$ cat src/rtl/bps_pkg.sv
// rtl/bps_pkg.sv - shared types, widths and plane extraction for the bit-plane serializer
package bps_pkg;

    typedef enum logic {
        IDLE = 1'b0,
        EMIT = 1'b1
    } state_t;

    localparam int M_DEFAULT = 16;
    localparam int N_DEFAULT = 8;
    localparam int IDX_W     = $clog2(N_DEFAULT);

    // Widest lane count / operand width the extraction helper handles.
    localparam int MAX_M    = 64;
    localparam int MAX_N    = 16;
    localparam int MAX_BITS = MAX_M * MAX_N;
    localparam int MAX_AW   = $clog2(MAX_BITS);

    function automatic logic [MAX_M-1:0] plane_of(input logic [MAX_BITS-1:0] data,
                                                  input int n, input int idx);
        logic [MAX_M-1:0] p;
        p = '0;
        for (int k = 0; k < MAX_M; k++) begin
            p[k] = data[MAX_AW'(k * n + idx)];
        end
        return p;
    endfunction

endpackage

$ cat src/rtl/bit_plane_serializer_next_idx.sv
// rtl/bit_plane_serializer_next_idx.sv - highest non-zero plane below idx; built only with BPS_ZERO_PLANE_SKIP_EN
`ifdef BPS_ZERO_PLANE_SKIP_EN
module bps_next_idx
    import bps_pkg::*;
#(
    parameter int N = 8
) (
    input  logic [N-1:0]         nz,
    input  logic [$clog2(N)-1:0] idx,
    output logic                 found,
    output logic [$clog2(N)-1:0] next_idx
);
    localparam int IW = $clog2(N);

    // Ascending scan so the highest qualifying plane wins.
    always_comb begin
        found    = 1'b0;
        next_idx = '0;
        for (int j = 0; j < N; j++) begin
            if (j < int'(idx) && nz[j]) begin
                found    = 1'b1;
                next_idx = IW'(j);
            end
        end
    end

endmodule
`endif

$ cat src/rtl/bit_plane_serializer.sv
// rtl/bit_plane_serializer.sv - transposes M signed N-bit lanes into N bit-planes, sign plane first
// Optional zero-plane skipping is enabled by defining BPS_ZERO_PLANE_SKIP_EN.
module bit_plane_serializer
    import bps_pkg::*;
#(
    parameter int M = 16,
    parameter int N = 8
) (
    input  logic                 clk,
    input  logic                 rst,
    input  logic                 load_valid,
    output logic                 load_ready,
    input  logic [M*N-1:0]       load_data,
    output logic                 plane_valid,
    input  logic                 plane_ready,
    output logic [M-1:0]         plane_bits,
    output logic                 plane_msb,
    output logic [$clog2(N)-1:0] plane_idx,
    output logic                 plane_last,
    output logic                 busy
);
    localparam int IW = $clog2(N);

    state_t          state_q, state_d;
    logic [IW-1:0]   idx_q, idx_d;
    logic [M*N-1:0]  data_q, data_d;
    logic [IW-1:0]   idx_next;
    logic            last;
    logic            load_fire;
    logic            plane_fire;
    logic [MAX_BITS-1:0] data_ext;

    always_comb begin
        data_ext            = '0;
        data_ext[M*N-1:0]   = data_q;
    end

`ifdef BPS_ZERO_PLANE_SKIP_EN
    logic [N-1:0]        nz_q, nz_d, nz_load;
    logic [MAX_BITS-1:0] load_ext;
    logic                found;

    // Sign plane is always emitted, so its nz bit stays clear.
    always_comb begin
        load_ext          = '0;
        load_ext[M*N-1:0] = load_data;
        nz_load           = '0;
        for (int i = 0; i < N - 1; i++) begin
            nz_load[i] = |(M'(plane_of(load_ext, N, i)));
        end
    end

    always_comb begin
        nz_d = nz_q;
        if (load_fire) begin
            nz_d = nz_load;
        end
    end

    always_ff @(posedge clk or posedge rst) begin
        if (rst) begin
            nz_q <= '0;
        end else begin
            nz_q <= nz_d;
        end
    end

    bps_next_idx #(.N(N)) u_next_idx (
        .nz       (nz_q),
        .idx      (idx_q),
        .found    (found),
        .next_idx (idx_next)
    );

    assign last = !found;
`else
    assign idx_next = idx_q - 1'b1;
    assign last     = (idx_q == '0);
`endif

    assign load_ready = (state_q == IDLE) || ((state_q == EMIT) && last && plane_ready);
    assign load_fire  = load_valid && load_ready;
    assign plane_fire = (state_q == EMIT) && plane_ready;

    // A load accepted alongside the last plane takes priority, giving no bubble.
    always_comb begin
        state_d = state_q;
        idx_d   = idx_q;
        data_d  = data_q;
        if (load_fire) begin
            state_d = EMIT;
            idx_d   = IW'(N - 1);
            data_d  = load_data;
        end else if (plane_fire) begin
            if (last) begin
                state_d = IDLE;
            end else begin
                idx_d = idx_next;
            end
        end
    end

    always_ff @(posedge clk or posedge rst) begin
        if (rst) begin
            state_q <= IDLE;
            idx_q   <= '0;
            data_q  <= '0;
        end else begin
            state_q <= state_d;
            idx_q   <= idx_d;
            data_q  <= data_d;
        end
    end

    always_comb begin
        plane_valid = (state_q == EMIT);
        plane_bits  = '0;
        if (plane_valid) begin
            plane_bits = M'(plane_of(data_ext, N, int'(idx_q)));
        end
        plane_msb  = plane_valid && (idx_q == IW'(N - 1));
        plane_last = plane_valid && last;
        plane_idx  = idx_q;
        busy       = plane_valid;
    end

endmodule

$ cat config.mk
export PLATFORM = sky130hd
export DESIGN_NAME = bit_plane_serializer
export DESIGN_NICKNAME = d
export VERILOG_FILES = /design/src/rtl/bps_pkg.sv /design/src/rtl/bit_plane_serializer_next_idx.sv /design/src/rtl/bit_plane_serializer.sv
export SDC_FILE = /design/constraint.sdc
export NUM_CORES = 1
export LEC_CHECK = 0
export CAP_MARGIN = 20
export CORE_UTILIZATION = 30
export DETAILED_ROUTE_END_ITERATION = 7
export GPL_TIMING_DRIVEN = 0
export MAX_ROUTING_LAYER = met4
export PLACE_DENSITY_LB_ADDON = 0.3
export SLEW_MARGIN = 10
export SYNTH_ARGS = -nofsm -noshare
export SYNTH_HDL_FRONTEND = slang
export SYNTH_SLANG_ARGS = --single-unit
$ cat constraint.sdc
create_clock -name clk -period 5.77 [get_ports clk]
set_input_delay 0.8655 -clock clk [delete_from_list [all_inputs] [get_ports clk]]
set_output_delay 0.8655 -clock clk [all_outputs]
set_load 0.02 [all_outputs]
==> impl_metrics.yaml <==
cells_and_area:
  multi_input_area_um2: 2970
  drive_gt1_share_pct: 37.1
  n_antenna_cell: 0
  fillers: 1946
  fin_util_pct: 41.9
  final_nets: 703
  seq_area_um2: 3300
  area_delta_synth_final_pct: 37.4
worst_setup_path:
  critical_path_class: "flop to output pin"
  cp_slowest_cell: "clkinv_1"
  rr_worst_depth: 10
  start_kind: "flop"
  required_ns: 4.90
  r2r-end: "data_q[116]"
  path_max_fanout: 11
  worst_setup_path_end_kind: "output pin"
  worstPathCellList: "clkbuf_1, clkinv_1, clkbuf_1, ha_1, nand2b_4, nor2_1, clkdlybuf4s50_1"
  regToRegSetupSlack_ns: 2.32
  max_stage_delay_ns: 0.62
  reg2reg_from: "plane_idx[0]"
  cp.arrival_ns: 3.52
  crit_top_cell: "clkbuf_1"
timing:
  tightest_slew_ns: 0.997
  slew-limit-headroom_pct: 33.6
  hold_viol: 0
  rsz0062_at_grt: "no"
  layout_setup_ws_ns: 1.39
  period_minus_slack_ns: 4.38
  finalSetupViolCount: 0
  finalClockSkew_ns: 0.00748
  max_freq_mhz: 228
  fin_crit_sh_pct: 76.0
  maxSlewViolCount: 0
global_routing:
  antenna_found_initial: 0
  grt_max_degree: 74
  grt-ovfl-total: 0
  grt_pass1_vias: 4329
  grt_usage_pct: 15.7
  grt_pass1_wl_mm: 25.2
synthesis:
  ys.warnings.count: 0
  async_reset_ff_share_pct: 100
  synth_xor_xnor_area_share_pct: 0
  synth_edf_count: 0
  ys_types: 28
  synth_compound_area_share_pct: 2.32
  synthAdderAreaFrac_pct: 0.566
  synth_nets: 528
  yosys-mux-area-fraction_pct: 39.4
  synth_top_family_by_area: "multiplexers"
  ys_ff_latch: 132
  synthFlopType: "dfrtp_1"
  syn_avg_cell_area_um2: 16.9
  synthSimpleGateAreaFrac_pct: 2.55
  syn-cell-area_um2: 6630
  synth_cells: 393
  seq_area_frac_synth_pct: 49.8
min_path:
  min_from: "data_q[20]"
  hold_class: "flop to flop"
  whs_path_depth: 1
  min_to: "data_q[20]"
die:
  die_w_um: 151
  io_pins: 156
  dieArea_um2: 22700
  initial_core_util_pct: 30.5
  rows: 54
  core_um2: 21800
  die_h_um: 151
power_and_ir_drop:
  ir_drop_mv: 0.241
  leakagePower_nw: 3.89
  power_mw: 4.91
  power.density_nw_per_um2: 539
cts:
  cts_resized: 0
  cts_tree: "built"
  clockBufferDepth: 2
  post_cts_buffers: 0
  cts-root-buf: "clkbuf_16"
  clock-sinks: 132
  clk_pin_slew_ns: 0.06
  htree_levels: 4
  clk_latency_ns: 0.41
  ctsHoldBuffers: 0
  cts-buffers-inserted: 17
placement:
  gp_congestion: 0.771
  dp_slack_ns: 1.72
  io_buffers: 155
  post-dp-hpwl_mm: 11.3
drt:
  vias_per_cell: 4.52
  first_iter_violations: 106
  drt_wl_total_mm: 16.4
  ant_nets: 0
  firstDrtPassIters: 4
  num_vias: 3888
  drc: 0
  wl_per_cell_um: 19.1
job:
  cap_violations: 0
status:
  status: "finished, final reports clean"
==> cell usage in the layout (no fill, tap or decap), types with 2 or more instances in the layout <==
cell,netlist,final
buf_2,2,2
clkbuf_8,0,2
mux2_2,8,8
clkdlybuf4s50_1,0,155
buf_12,11,11
clkinv_2,0,6
clkbuf_1,7,9
a21oi_1,19,19
mux4_2,32,32
clkinv_1,3,3
buf_6,2,2
buf_8,2,2
mux2_4,120,120
clkinvlp_4,0,2
nand2_1,33,33
buf_4,4,4
ha_1,3,3
dfrtp_1,132,132
clkbuf_16,0,17
==> power by group <==
part	internal (mW)	total (mW)	switching [mW]
clock	0.609	1.02	0.409
sequential	1.38	1.63	0.249
combinational	1.40	2.26	0.865
total	3.39	4.91	1.52
==> how the worst max path moves through the flow <==
stage          cells past startpoint         start  slack (ns)          to
6_report                           7  plane_idx[0]        1.39  plane_last
2_1_floorplan                      1           rst        1.38        busy
5_1_grt                            7  plane_idx[0]        1.25  plane_last
4_1_cts                            7  plane_idx[0]        1.27  plane_last
3_5_place_dp                       7  plane_idx[0]        1.72  plane_last
3_3_place_gp                       2           rst       -0.48  data_q[46]
==> cell families (layout without fill, tap and decap cells) <==
kind of cell / count (synthesis) / count (layout)
adder cells (fa/ha/maj): 3 / 3
multiplexers: 160 / 160
AO/OA/AOI/OAI: 26 / 26
buffers and inverters: 33 / 220
AND/OR/NAND/NOR: 39 / 39
flip-flops: 132 / 132
==> registers in the layout, indices dropped and copies added (netlist names) <==
signal     count
data_q       128
plane_idx      3
busy           1
==> cells in the mapped netlist (2+ instances only) <==
cell type	count	area (µm²)
clkbuf_1	7	26.3
dfrtp_1	132	3300
nand2_1	33	124
buf_6	2	22.5
buf_4	4	30.0
mux2_2	8	90.1
inv_1	2	7.51
a21oi_1	19	95.1
buf_2	2	10.0
buf_12	11	220
buf_8	2	30.0
mux4_2	32	721
ha_1	3	37.5
mux2_4	120	1800
clkinv_1	3	11.3
==> layout make-up <==
type	instances	area share (%)
well taps	280	3.84
repair buffers	156	17.3
clock inverters	10	0.920
flip-flops and latches	132	36.2
clock buffers	21	5.05
multi-input cells	228	32.6
plain buffers	28	3.72
inverters	5	0.261
==> through the flow <==
stage,cell area [µm²],TNS (ns),instances,hold WS (ns)
after floorplan,6630,0,393,0.475
after global placement,8540,-62.26,828,0.486
after detailed placement,8570,0,829,0.490
after CTS,9110,0,860,0.504
after global routing,9110,0,860,0.522
final,9110,0,860,0.503
==> per-layer routing <==
metal / routed length [µm] / up-vias / part of all wire [%] / global-route usage (%)
met5: 0 / - / 0 / -
met4: 103 / 0 / 0.63 / 3.30
met3: 764 / 6 / 4.7 / 4.21
met2: 7810 / 96 / 48 / 24.2
met1: 7740 / 2002 / 47 / 20.7
li1: - / 1784 / - / -
==> critical path: cells and delay by family, from the launching register on <==
family / cells / cell delay [ns]
flip-flops: 1 / 0.37
adder cells (fa/ha/maj): 1 / 0.39
AND/OR/NAND/NOR: 2 / 0.17
buffers and inverters: 4 / 2.17
Power figures use the tool's default switching activity.
